### src/rtl/dcache_pkg.sv
// dcache_pkg: shared types and geometry for the direct-mapped data cache controller.
//   dcache_state_e : controller FSM states (CHECK, WRITEBACK, FILL)
//   S_OFFSET/S_INDEX/S_TAG : default address split (32 B lines, 8 sets, 24-bit tag)
//   LINE_BITS/MASK_W/WSEL_W : line width, per-byte mask width, word-select width
package dcache_pkg;
   localparam int S_OFFSET  = 5;
   localparam int S_INDEX   = 3;
   localparam int S_TAG     = 32 - S_OFFSET - S_INDEX;
   localparam int LINE_BITS = 256;
   localparam int MASK_W    = 32;
   localparam int WSEL_W    = 3;

   typedef enum logic [1:0] {CHECK, WRITEBACK, FILL} dcache_state_e;
endpackage

### src/rtl/dcache_tag_array.sv
// dcache_tag_array: per-set tag/valid/dirty storage for the direct-mapped cache.
//   clk, rst        : clock, synchronous active-high reset (clears valid and dirty)
//   index           : set index used for both the read and the write port
//   load_tag/valid/dirty, tag_in/valid_in/dirty_in : independent write strobes and data
//   tag, valid, dirty : combinational read of the indexed set
module dcache_tag_array #(
   parameter int s_index = 3,
   parameter int s_tag   = 24
) (
   input  logic               clk,
   input  logic               rst,
   input  logic [s_index-1:0] index,
   input  logic               load_tag,
   input  logic               load_valid,
   input  logic               load_dirty,
   input  logic [s_tag-1:0]   tag_in,
   input  logic               valid_in,
   input  logic               dirty_in,
   output logic [s_tag-1:0]   tag,
   output logic               valid,
   output logic               dirty
);
   localparam int SETS = 1 << s_index;

   logic [s_tag-1:0] tags [SETS];
   logic [SETS-1:0]  valids;
   logic [SETS-1:0]  dirtys;

   // Tags need no reset: they are only meaningful behind a set valid bit.
   always_ff @(posedge clk) begin
      if (load_tag) tags[index] <= tag_in;
   end

   always_ff @(posedge clk) begin
      if (rst) begin
         valids <= '0;
         dirtys <= '0;
      end else begin
         if (load_valid) valids[index] <= valid_in;
         if (load_dirty) dirtys[index] <= dirty_in;
      end
   end

   assign tag   = tags[index];
   assign valid = valids[index];
   assign dirty = dirtys[index];
endmodule

### src/rtl/dcache_ctrl.sv
// dcache_ctrl: direct-mapped, write-back, write-allocate data cache controller.
//   CPU side : mem_read/mem_write/mem_address/mem_wdata/mem_byte_enable in,
//              mem_rdata/mem_resp out (hits respond in the request cycle)
//   Memory   : pmem_read/pmem_write/pmem_address/pmem_wdata out, pmem_rdata/pmem_resp in
//   Line store: da_rindex/da_windex/da_write_en/da_datain out, da_dataout in
// Optional feature macro DCACHE_PERF_CNT_EN adds hit_count/miss_count outputs.
module dcache_ctrl
   import dcache_pkg::*;
#(
   parameter int s_offset = S_OFFSET,
   parameter int s_index  = S_INDEX
) (
   input  logic                 clk,
   input  logic                 rst,
   input  logic                 mem_read,
   input  logic                 mem_write,
   input  logic [31:0]          mem_address,
   input  logic [31:0]          mem_wdata,
   input  logic [3:0]           mem_byte_enable,
   output logic [31:0]          mem_rdata,
   output logic                 mem_resp,
   output logic                 pmem_read,
   output logic                 pmem_write,
   output logic [31:0]          pmem_address,
   output logic [LINE_BITS-1:0] pmem_wdata,
   input  logic [LINE_BITS-1:0] pmem_rdata,
   input  logic                 pmem_resp,
   output logic [s_index-1:0]   da_rindex,
   output logic [s_index-1:0]   da_windex,
   output logic [MASK_W-1:0]    da_write_en,
   output logic [LINE_BITS-1:0] da_datain,
   input  logic [LINE_BITS-1:0] da_dataout
`ifdef DCACHE_PERF_CNT_EN
   ,
   output logic [31:0]          hit_count,
   output logic [31:0]          miss_count
`endif
);
   localparam int s_tag = 32 - s_offset - s_index;

   dcache_state_e          state;
   logic [31:s_offset]     miss_line;   // line address latched at the miss
   logic [31:s_offset]     cur_line;
   logic [s_tag-1:0]       req_tag, st_tag;
   logic [s_index-1:0]     idx;
   logic [WSEL_W-1:0]      word;
   logic                   st_valid, st_dirty;
   logic                   req, hit, fill_done;
   logic                   unused_addr_lsbs;

   assign unused_addr_lsbs = ^mem_address[1:0];

   // Outside CHECK the latched line address is used, so a dropped or
   // changing request cannot redirect an in-flight writeback/fill.
   assign cur_line  = (state == CHECK) ? mem_address[31:s_offset] : miss_line;
   assign req_tag   = cur_line[31:s_offset+s_index];
   assign idx       = cur_line[s_offset+s_index-1:s_offset];
   assign word      = mem_address[4:2];
   assign req       = mem_read | mem_write;
   assign hit       = (state == CHECK) && req && st_valid && (st_tag == req_tag);
   assign fill_done = (state == FILL) && pmem_resp && !rst;

   dcache_tag_array #(.s_index(s_index), .s_tag(s_tag)) u_tags (
      .clk        (clk),
      .rst        (rst),
      .index      (idx),
      .load_tag   (fill_done),
      .load_valid (fill_done),
      .load_dirty ((hit && mem_write) || fill_done),
      .tag_in     (req_tag),
      .valid_in   (1'b1),
      .dirty_in   (!fill_done),  // store hit sets, fill clears
      .tag        (st_tag),
      .valid      (st_valid),
      .dirty      (st_dirty)
   );

   assign da_rindex = idx;
   assign da_windex = idx;
   assign mem_resp  = hit;

   always_comb begin
      mem_rdata   = '0;
      da_write_en = '0;
      da_datain   = '0;
      if (hit && mem_read)
         mem_rdata = da_dataout[{word, 5'b0} +: 32];
      if (hit && mem_write) begin
         da_write_en = {{(MASK_W-4){1'b0}}, mem_byte_enable} << {word, 2'b00};
         da_datain   = {8{mem_wdata}};
      end else if (fill_done) begin
         da_write_en = '1;
         da_datain   = pmem_rdata;
      end
   end

   always_comb begin
      pmem_address = '0;
      pmem_wdata   = '0;
      if (pmem_write) begin
         pmem_address = {st_tag, idx, {s_offset{1'b0}}};
         pmem_wdata   = da_dataout;
      end else if (pmem_read) begin
         pmem_address = {req_tag, idx, {s_offset{1'b0}}};
      end
   end

   // pmem_read/pmem_write are registered alongside the state so they are
   // glitch-free and mutually exclusive.
   always_ff @(posedge clk) begin
      if (rst) begin
         state      <= CHECK;
         pmem_read  <= 1'b0;
         pmem_write <= 1'b0;
         miss_line  <= '0;
      end else begin
         case (state)
            CHECK: if (req && !hit) begin
               miss_line <= mem_address[31:s_offset];
               if (st_valid && st_dirty) begin
                  state      <= WRITEBACK;
                  pmem_write <= 1'b1;
               end else begin
                  state     <= FILL;
                  pmem_read <= 1'b1;
               end
            end
            WRITEBACK: if (pmem_resp) begin
               state      <= FILL;
               pmem_write <= 1'b0;
               pmem_read  <= 1'b1;
            end
            FILL: if (pmem_resp) begin
               state     <= CHECK;
               pmem_read <= 1'b0;
            end
            default: begin
               state      <= CHECK;
               pmem_read  <= 1'b0;
               pmem_write <= 1'b0;
            end
         endcase
      end
   end

`ifdef DCACHE_PERF_CNT_EN
   // refilled marks the first CHECK cycle after a fill, whose hit completes
   // a request already counted as a miss.
   logic refilled;
   always_ff @(posedge clk) begin
      if (rst) begin
         hit_count  <= '0;
         miss_count <= '0;
         refilled   <= 1'b0;
      end else begin
         if (state == CHECK) begin
            refilled <= 1'b0;
            if (hit && !refilled) hit_count  <= hit_count + 32'd1;
            if (req && !hit)      miss_count <= miss_count + 32'd1;
         end
         if (fill_done) refilled <= 1'b1;
      end
   end
`endif
endmodule

### config.mk
export PLATFORM = sky130hd
export DESIGN_NAME = dcache_ctrl
export DESIGN_NICKNAME = d
export VERILOG_FILES = /design/src/rtl/dcache_pkg.sv /design/src/rtl/dcache_tag_array.sv /design/src/rtl/dcache_ctrl.sv
export SDC_FILE = /design/constraint.sdc
export NUM_CORES = 1
export LEC_CHECK = 0
export CELL_PAD_IN_SITES_DETAIL_PLACEMENT = 1
export CELL_PAD_IN_SITES_GLOBAL_PLACEMENT = 2
export CORE_AREA = 2 2 465 467
export CTS_CLUSTER_SIZE = 14
export DETAILED_ROUTE_END_ITERATION = 10
export DIE_AREA = 0 0 467 469
export PLACE_DENSITY_LB_ADDON = 0.1
export SETUP_SLACK_MARGIN = 0.05
export SLEW_MARGIN = 20
export SYNTH_ARGS = -nofsm -noshare
export SYNTH_HDL_FRONTEND = slang
export SYNTH_HIERARCHICAL = 1
export SYNTH_SLANG_ARGS = --single-unit
### constraint.sdc
create_clock -name clk -period 7.94 [get_ports clk]
set_clock_uncertainty 0.2 [all_clocks]
set_input_delay 1.588 -clock clk [delete_from_list [all_inputs] [get_ports clk]]
set_output_delay 1.588 -clock clk [all_outputs]
set_load 0.02 [all_outputs]
======== Word-level counts from Yosys, hierarchy flattened ========
Memories as Yosys holds them, arrays and structs flattened.
Cells that the tools add are included.
cells by class
  order comparisons ....................... 2
  equal/unequal tests ..................... 8
  shift-type cells ........................ 2
  mux-type cells .......................... 31
  bitwise operators ....................... 3
  reductions and logical operators ........ 19
operators by type and width
  cell                                                               number
  two-way mux 256 bit                                                3
  variable part select 256 x 9 -> 32 bit                             1
  two-way mux 32 bit                                                 5
  left shift 4 x 5 -> 32 bit                                         1
  two-way mux 27 bit                                                 1
  == test 24 bit                                                     1
  two-way mux 1 bit                                                  11
  logical AND 1 bit                                                  10
  bitwise mux 8 bit                                                  1
  two-way mux 2 bit                                                  4
  OR 8 bit                                                           1
  AND reduction 4 bit                                                2
  binary-select mux 1 bit (select 3 bit)                             2
  != test 2 bit, second input constant                               3
  one-hot mux 1 bit (3 select lines)                                 2
  one-hot mux 2 bit (3 select lines)                                 1
  less-than comparator 3 x 4 -> 1 bit, second input constant         1
  != test 2 x 1 -> 1 bit, second input constant                      2
  demux 1 bit (select 3 bit)                                         1
  greater-or-equal comparator 3 x 1 -> 1 bit, second input constant  1
  zero test 1 bit                                                    3
  AND reduction 3 bit                                                1
  == test 2 x 1 -> 1 bit, second input constant                      1
  == test 2 bit, second input constant                               1
  5 further kinds                                                    5
word-level totals
  register bits after elaboration ......... 47
  bits in writable memories ............... 192
  output and inout bits ................... 617
  word-level logic and storage cells ...... 72
  memories kept ........................... 1
memory list
  memory       depth  bits a word  rd ports  clocked after memory_dff  write ports  RTL line                RTL
  u_tags.tags  8      24           1         0                         1            dcache_tag_array.sv:25  logic [s_tag-1:0] tags [SETS];

======== Depth between registers and ports, before layout ========
Gate-level depths: netlist of the first run.
  word-level depth ........................ 10
  depth in mapped cells ................... 25

======== Cells and area by module ========
Netlist of the first run, hierarchy kept.
modules (own cells, without submodules)
  module            times used  cells each  area each (um^2)
  dcache_ctrl       1           1214        9330.2
  dcache_tag_array  1           385         8190.4

======== Worst setup path before layout of the first run ========
No wires, ideal clock.
  kind .................................... in2out
  from .................................... in mem_address[5]
  to ...................................... out da_write_en[14]
  data arrival time ....................... 5207 ps
  required time ........................... 6152 ps
  setup slack ............................. 945 ps
  stages on the path ...................... 14
  buffers on the path ..................... 3
  path through ............................ nand2_1 -> nand2_1 -> buf_6 -> buf_6 -> mux4_2 -> mux2_2 -> nor2b_1 -> a2111oi_0 -> o21ai_0 -> or4_1 -> nor4_4 -> buf_2 -> nand3_1 -> o21ai_1
on the way
  elaborated cells on any way between the ends .. 9
  those cells by class .................... 1 x eq/ne; 4 x mux; 3 x reduce/logical; 1 x memory
RTL lines
  what                   RTL line           RTL
  start: declaration     dcache_ctrl.sv:17  input logic [31:0] mem_address,
  two-way mux 27 bit     dcache_ctrl.sv:55  assign cur_line = (state == CHECK) ? mem_address[31:s_offset] : miss_line;
  net cur_line, one bit  dcache_ctrl.sv:43  logic [31:s_offset] cur_line;
  memory (8 x 24 bit)    --
  net st_tag[14]         dcache_ctrl.sv:44  logic [s_tag-1:0] req_tag, st_tag;
  == test 24 bit         dcache_ctrl.sv:60  assign hit = (state == CHECK) && req && st_valid && (st_tag == req_tag);
  logical AND 1 bit      dcache_ctrl.sv:60
  net mem_resp           dcache_ctrl.sv:21  output logic mem_resp,
  logical AND 1 bit      dcache_ctrl.sv:88  if (hit && mem_write) begin
  two-way mux 32 bit     dcache_ctrl.sv:88
  end: declaration       dcache_ctrl.sv:30  output logic [MASK_W-1:0] da_write_en,
The timed path passes the listed nets, and every way through them passes these cells. The select of a mux whose other input is x is not followed.

======== Worst setup path in the final report of the first run ========
  from .................................... in mem_address[6]
  to ...................................... out mem_rdata[29]
on the way
  elaborated cells on any way between the ends .. 9
  those cells by class .................... 1 x eq/ne; 4 x mux; 3 x reduce/logical; 1 x memory
RTL lines
  what                 RTL line           RTL
  two-way mux 27 bit   dcache_ctrl.sv:55
  memory (8 x 24 bit)  --
  net st_tag[2]        dcache_ctrl.sv:44
  == test 24 bit       dcache_ctrl.sv:60
  logical AND 1 bit    dcache_ctrl.sv:60
  logical AND 1 bit    dcache_ctrl.sv:86  if (hit && mem_read)
  two-way mux 32 bit   dcache_ctrl.sv:86
  end: declaration     dcache_ctrl.sv:20  output logic [31:0] mem_rdata,
The timed path passes the listed nets, and every way through them passes these cells. The select of a mux whose other input is x is not followed.

==> metrics.md, run 1 <==
| Metric | Value |
|---|---|
| Status | finished, final reports clean |
| Switching share of power | 32.43% |
| Clock share of power | between 30% and 40% |
| Root buffer cell | clkbuf_16 |
| Sequential cell area | ~0.0067 mm² |
| Final hold violations | 0 |
| Residual DRC | 0 |
| WP data required | 6150 ps |
| Post-DR wirelength/cell | 43.58 µm |
| Tmin final | 7696 ps |
| Sw power | 1450 µW |
| Hold buffer count at CTS | 0 |
| Drt total wl | 247600 µm |
| GRT Total Usage | between 20% and 30% |
| CTS Buf Count | 31 |
| DR pass1 iterations | 5 |
| DRT iter0 DRCs | approximately 1700 |
| Vias in the first global route | 20710 |
| Worst-margin pin slew | 1043 ps |
| LEAKAGE | roughly 0.013 µW |
| EDFF count, synth | 192 |
| Crit path kind | in2out |
| Nets | 3354 |
| F_max | approximately 130 MHz |
| Post-synthesis adder-cell area fraction | 0% |
| Main combinational cell family by area after synthesis | multiplexers |
| Worst EP arrival | around 5900 ps |
| CP Max Fanout | 18 |
| Hold Path Class | reg2reg |
| Initial antenna violation count | between 150 and 200 |
| Main synth FF type | edfxtp_1 |
| DP Wirelength | 214300 µm |
| First-pass GRT wire length | between 200000 and 300000 µm |
| Non-Filler Instances | roughly 5700 |
| Max_cap viols | 0 |
| TNS Setup | 0 ps |
| Area growth from synthesis to final layout | 102.7% |
| Logic pwr share | 34.2% |
| FP Rows | 170 |
| XOR/XNOR Fraction of Synth Area | less than 1% |
| Die ar. | 0.2190 mm² |
| Synth Area in Simple Gates | 17.05% |
| Worst-path clk slew | 60 ps |
| Worst vdd ir | between 0.15 and 0.2 mV |
| I/O Pins | 1202 |
| Most common cell after layout, fill and taps aside | clkdlybuf4s50_1 |
| Final Setup Violations | 0 |
| Die W | 467 µm |
| Share of layout cells above drive strength 1 | 19.65% |
| Fin. max-slew vios | 0 |
| Grt ovf | 0 |
| Clk_lat worst skew | 590 ps |
| Post-DP Area | approximately 0.034 mm² |
| Port Buf Inserts | 1194 |
| Internal Power | roughly 3000 µW |
| Seq/Total Area, Yosys | 38.28% |
| Mapped Area | 0.01752 mm² |
| Netlist cell types | 62 |
| Yosys warns | 6 |
| Crit path launch type | primary input |
| Fill count | 24440 |
| RD Place Congestion | 0.9643 |
| RSZ-0062 raised after global routing | no |
| Most frequent cells in the layout | clkdlybuf4s50_1, a22o_1, and2_1 |
| Mapped Cells | 1599 |
| Share of synthesized registers carrying an async set or reset | 0% |
| Final core occ | around 17% |
| Post-synthesis mux area share | 20.60% |
| Antenna Violating Nets Remaining | 0 |
| Die Y | 469 µm |
| Cell total after placement | 5559 |
| Reg power frac | between 30% and 40% |
| Largest net degree at the start of global routing | 130 |
| H-Tree Depth | 1 |
| Multi-input gate area | slightly above 0.01 mm² |
| CP Capture Type | primary output |
| Synthesized area per cell | 10.96 µm² |
| Total number of vias | ~21000 |
| Core Footprint | 0.2138 mm² |
| Clk sinks | 239 |
| CTS tree | done |
| Clock buffer depth | 3 |
| Initial Util | 8.196% |
| Yosys reg bits | roughly 240 |
| Max_slew headroom | between 30% and 40% |
| Finished Cell Area | 0.03551 mm² |
| Final period util | 96.93% |
| Compound-cell area share of the yosys netlist | 17.46% |
| Vias per std cell | 3.629 |
| Pwr per Cell Area | 125.9 mW/mm² |
## stage by stage
step / hold WS (ps) / total power (µW) / worst slack, ps
after detailed placement: 253.8 / 2953 / -989.9
after global routing: 292.8 / 4621 / 77.78
after floorplan: 234.1 / 1985 / 945.2
after CTS: 264.6 / 4519 / 71.78
final: 260.7 / 4471 / 243.8
after global placement: 241.9 / 2948 / -959.3
## synthesized netlist by cell type, types with 3 or more instances
cell type	n	area share, %
buf_4	24	1.0
o2111ai_1	3	0.15
nor2_1	65	1.4
clkbuf_1	107	2.3
nand4_1	4	0.14
xnor2_1	8	0.40
o41ai_1	4	0.20
nor3_1	5	0.14
a21oi_1	6	0.17
and2_1	256	9.1
nand2_1	115	2.5
o21ai_1	10	0.29
and4b_1	3	0.17
nand3_1	7	0.20
mux4_2	113	15
a2111oi_0	3	0.15
nor4b_1	5	0.25
o211ai_1	7	0.30
o21ai_0	18	0.51
nand2b_1	20	0.71
nor3b_1	3	0.13
mux2_2	26	1.7
buf_1	41	0.88
a22o_1	276	14
nand3b_1	4	0.17
xor2_1	6	0.30
mux2i_1	77	4.4
a41o_1	12	0.69
edfxtp_1	192	33
nor2b_1	10	0.36
nor4bb_1	8	0.46
a21o_1	13	0.56
dfxtp_1	47	5.4
buf_6	4	0.26
nand4b_1	10	0.50
inv_1	19	0.41
buf_2	34	0.97
## registers in the layout (all words and copies together) (netlist names)
register / flops
u_tags/tags: 192
u_tags/dirtys: 8
miss_line: 27
state: 2
pmem_write: 1
pmem_read: 1
u_tags/valids: 8
## layer usage
layer	wire length [µm]	vias up	GRT usage, %
met4	3364	16	2.045
met2	107300	1174	32.95
li1	-	8481	-
met3	26680	225	8.581
met1	110100	10720	28.98
met5	107	-	0
## worst max-delay path: stages
cell and delay, ps:
clkdlybuf4s50_1 490, nand2_1 110, nand2_4 180, buf_4 140
buf_6 230, buf_6 220, mux4_2 510, o211ai_1 200
xnor2_2 200, or4_1 550, nor4_4 300, buf_4 170
nand2_2 130, buf_12 220, buf_4 190, nor2_1 150
buf_4 140, buf_12 110
## what timing repair did
action	in CTS	in global routing
gates resized for setup	206	20
endpoints found under the setup margin	320	162
pin swaps	8	11
setup buffers	5	4
gates cloned	5	1
## worst paths after layout
| path | slack, ps | depth (start not counted) | endpoint | from |
|---|---|---|---|---|
| max | 240 | 18 | mem_rdata[29] | mem_address[6] |
| min | 260 | 2 | miss_line[21] | miss_line[21] |
| max reg2reg | 2330 | 18 | u_tags/dirtys[2] | state[1] |
| min reg2reg | 260 | 2 | miss_line[21] | miss_line[21] |
## logic make-up (layout without fill, tap and decap cells)
logic type | after synthesis | in the layout
AOI/OAI and AO/OA | 366 | 366
and+or+nand+nor | 531 | 533
buffers and inverters | 231 | 1420
DFF | 239 | 239
other | 2 | 55
muxes | 216 | 216
xor gates and xnor gates | 14 | 14
## power by group through the flow
stage | clock, µW | combinational [µW] | sequential [µW]
6_report | 1530 | 1530 | 1410
5_1_grt | 1610 | 1600 | 1410
4_1_cts | 1580 | 1530 | 1410
3_5_place_dp | 0 | 1520 | 1440
3_3_place_gp | 0 | 1510 | 1440
2_1_floorplan | 0 | 552 | 1430
## cell type report
cell class / instances / share of cell area [%]
timing repair buffer: 1341 / 39.08
multi-input combinational: 1135 / 28.37
sequential: 239 / 18.89
tap: 2838 / 9.999
clock buffer: 38 / 2.258
clock inverter: 20 / 0.8138
antenna: 49 / 0.3453
inverter: 21 / 0.2431
No activity file was read; power rests on OpenSTA's default activity.
==> inputs of run 2 (changes only) <==
==> constraint.sdc (replaced) <==
create_clock -name clk -period 7.7 [get_ports clk]
set_clock_uncertainty 0.2 [all_clocks]
set_input_delay 1.54 -clock clk [delete_from_list [all_inputs] [get_ports clk]]
set_output_delay 1.54 -clock clk [all_outputs]
set_load 0.02 [all_outputs]
==> metrics.md, run 2 (synthesis results as in run 1) <==
| Metric | Value |
|---|---|
| Status | finished, final reports clean |
| DP Wirelength | 213500 µm (-0.35%) |
| Vias in the first global route | 20670 (-0.20%) |
| Die ar. | 0.2190 mm² (unchanged) |
| Clock buffer depth | 3 (unchanged) |
| Initial antenna violation count | 180 (-3.2%) |
| RD Place Congestion | 0.9823 (+1.9%) |
| Antenna Violating Nets Remaining | 0 (unchanged) |
| Critical path buffers and inverters | 7 (-2) |
| CP Max Fanout | 10 (-8) |
| Switching share of power | 32.81% (+0.38 points) |
| Max_cap viols | 0 (unchanged) |
| Met2 Use GR | 32.38% (-0.57 points) |
| CTS Buf Count | 30 (-3.2%) |
| Final period util | 97.82% |
| Flop2flop setup slack | 1750 ps (-580 ps) |
| WHS | 257.1 ps (-3.645 ps) |
| GRT met3 Usage | 7.939% (-0.64 points) |
| Residual DRC | 0 (unchanged) |
| Area growth from synthesis to final layout | 104.9% |
| Clock share of power | 33.7% (-0.5 points) |
| Root buffer cell | clkbuf_16 |
| Largest registers | u_tags/tags: 192 flops, miss_line: 27 flops |
| Most frequent cells in the layout | clkdlybuf4s50_1, a22o_1, and2_1 |
| Core Footprint | 0.2138 mm² (unchanged) |
| Clk_lat worst skew | 600 ps (about the same) |
| Die W | 467 µm (unchanged) |
| I/O Pins | 1202 (unchanged) |
| Critical path's slowest cell | clkdlybuf4s50_1 |
| Hold Path Class | reg2reg |
| Final Setup Violations | 0 (unchanged) |
| Pwr per Cell Area | 127.9 mW/mm² (+1.6%) |
| Worst-margin pin slew | 1090 ps (+46.80 ps) |
| Reg2reg start | state[0] |
| Vias per std cell | 3.637 (+0.20%) |
| Post-DR wirelength/cell | 43.23 µm (-0.82%) |
| Internal Power | 3085 µW (+2.1%) |
| Final hold violations | 0 (unchanged) |
| Largest net degree at the start of global routing | 123 (-5.4%) |
| Logic pwr share | 34.6% (+0.4 points) |
| FP Rows | 170 (unchanged) |
| Largest reg by FF count | u_tags/tags |
| Most Crowded Layer GR | met2 |
| Share of layout cells above drive strength 1 | 21.23% (+1.6 points) |
| Initial Util | 8.196% (unchanged) |
| Crit path launch type | primary input |
| Critical R2R Capture | u_tags/dirtys[2] |
| Fin. max-slew vios | 0 (unchanged) |
| DRT iter0 DRCs | 1655 (-3.1%) |
| Worst vdd ir | 0.2173 mV (+31%) |
| Hold buffer count at CTS | 0 (unchanged) |
| Most common cell after layout, fill and taps aside | clkdlybuf4s50_1 |
| H-Tree Depth | 1 (unchanged) |
| R2r worst-path depth | 21 (+3) |
| GRT Total Usage | 21.27% (-0.18 points) |
| Tmin final | 7532 ps |
| CP cell instances | clkdlybuf4s50_1 -> nand2_4 -> buf_12 -> nand2_8 -> buf_4 -> mux4_2 -> mux2_2 -> xor2_1 -> a221oi_4 -> a31oi_4 -> nor4b_2 -> nand4_1 -> nor4_4 -> buf_12 -> buf_16 -> buf_6 -> a22o_1 -> dlygate4sd2_1 |
| Crit path depth | 18 (unchanged) |
| CP delay by family, top | buffers and inverters |
| Die Y | 469 µm (unchanged) |
| CP startpoint | mem_address[7] |
| Max FFs per register | 192 (unchanged) |
| CP Capture Type | primary output |
| F_max | 132.8 MHz |
| CTS tree | done |
| WP data required | 5960 ps (-190 ps) |
| First-pass GRT wire length | 291400 µm (-0.45%) |
| Met1 Usage GRT | 29.27% (+0.29 points) |
| Crit path kind | in2out |
| Grt ovf | 0 (unchanged) |
| Reg power frac | 31.7% (about the same) |
| DR pass1 iterations | 5 (unchanged) |
| Drt total wl | 246200 µm (-0.55%) |
| Port Buf Inserts | 1194 (unchanged) |
| Nets | 3364 (+0.30%) |
| Worst EP arrival | 5790 ps (-120 ps) |
| LEAKAGE | 0.01318 µW (-0.39%) |
| Crit path top cell by count | buf_12 |
| Sw power | 1506 µW (+3.9%) |
| CP max stage delay | 530 ps (-20 ps) |
| Max_slew headroom | 27.09% (-3.3 points) |
| TNS Setup | 0 ps (unchanged) |
| RSZ-0062 raised after global routing | yes |
| CP endpoint | da_datain[8] |
| Worst-path clk slew | 60 ps (about the same) |
| Total number of vias | 20710 (+0.47%) |
| Clk sinks | 239 (unchanged) |
-- run 2: power groups by stage --
stage	clock network, µW	registers (µW)	logic [µW]
floorplan	0	1480	570
global placement	0	1480	1570
detailed placement	0	1480	1570
CTS	1600	1450	1590
global route	1640	1460	1660
finish	1550	1450	1590
-- run 2: area by class of cell --
class / instances / area (µm²)
sequential: 239 / 6710
timing repair buffer: 1352 / 14210
inverter: 21 / 86.33
clock buffer: 40 / 838.3
tap: 2838 / 3551
antenna: 55 / 137.6
multi-input combinational: 1135 / 10130
clock inverter: 16 / 237.7
fill: 24340 / 177900
-- run 2: how the worst min path moves through the flow --
stage | cells past startpoint | slack [ps] | to | startpoint
floorplan | 2 | 230 | miss_line[10] | miss_line[10]
global placement | 2 | 240 | miss_line[29] | miss_line[29]
detailed placement | 2 | 250 | miss_line[23] | miss_line[23]
CTS | 2 | 260 | miss_line[23] | miss_line[23]
global route | 2 | 280 | miss_line[23] | miss_line[23]
finish | 2 | 260 | miss_line[23] | miss_line[23]
-- run 2: worst reg2reg max path, delay by kind of cell, from the launching register on --
family          cells  cell delay [ps]
flops               1              500
simple gates        9             2370
compound gates      2              280
xor+xnor            1              220
buf+inv             6             1200
mux                 3             1060
-- run 2: what timing repair did --
action	4_1_cts	5_1_grt
gates cloned	5	5
endpoints found under the hold margin	0	0
pin swaps	6	11
endpoints found under the setup margin	321	252
buffers inserted	6	10
gates resized for setup	243	61
-- run 2: metrics by stage --
stage	setup slack, ps	utilization [%]	instance area [µm²]	power, µW	instances
after floorplan	801.2	-	17540	2047	1603
after global placement	-1463	15.94	34080	3047	5559
after detailed placement	-1449	15.94	34080	3049	5559
after CTS	28.04	16.56	35400	4641	5626
after global routing	34.54	16.74	35780	4760	5647
final	167.9	16.79	35900	4591	5696
-- run 2: per-layer routing --
layer | part of all wire (%) | vias up
met4 | 1.3 | 22
met1 | 44 | 10750
met3 | 11 | 230
met2 | 43 | 1204
li1 | - | 8511
met5 | 0.065 | -
==> inputs of run 3 (changes only) <==
--- a/config.mk
+++ b/config.mk
@@ -5,6 +5,7 @@
 export SDC_FILE = /design/constraint.sdc
 export NUM_CORES = 1
 export LEC_CHECK = 0
+export ABC_CLOCK_PERIOD_IN_PS = 7700
 export CELL_PAD_IN_SITES_DETAIL_PLACEMENT = 1
 export CELL_PAD_IN_SITES_GLOBAL_PLACEMENT = 2
 export CORE_AREA = 2 2 465 467
==> results of run 3 <==
The final DEF is identical to that of run 2; final timing and power are the same.
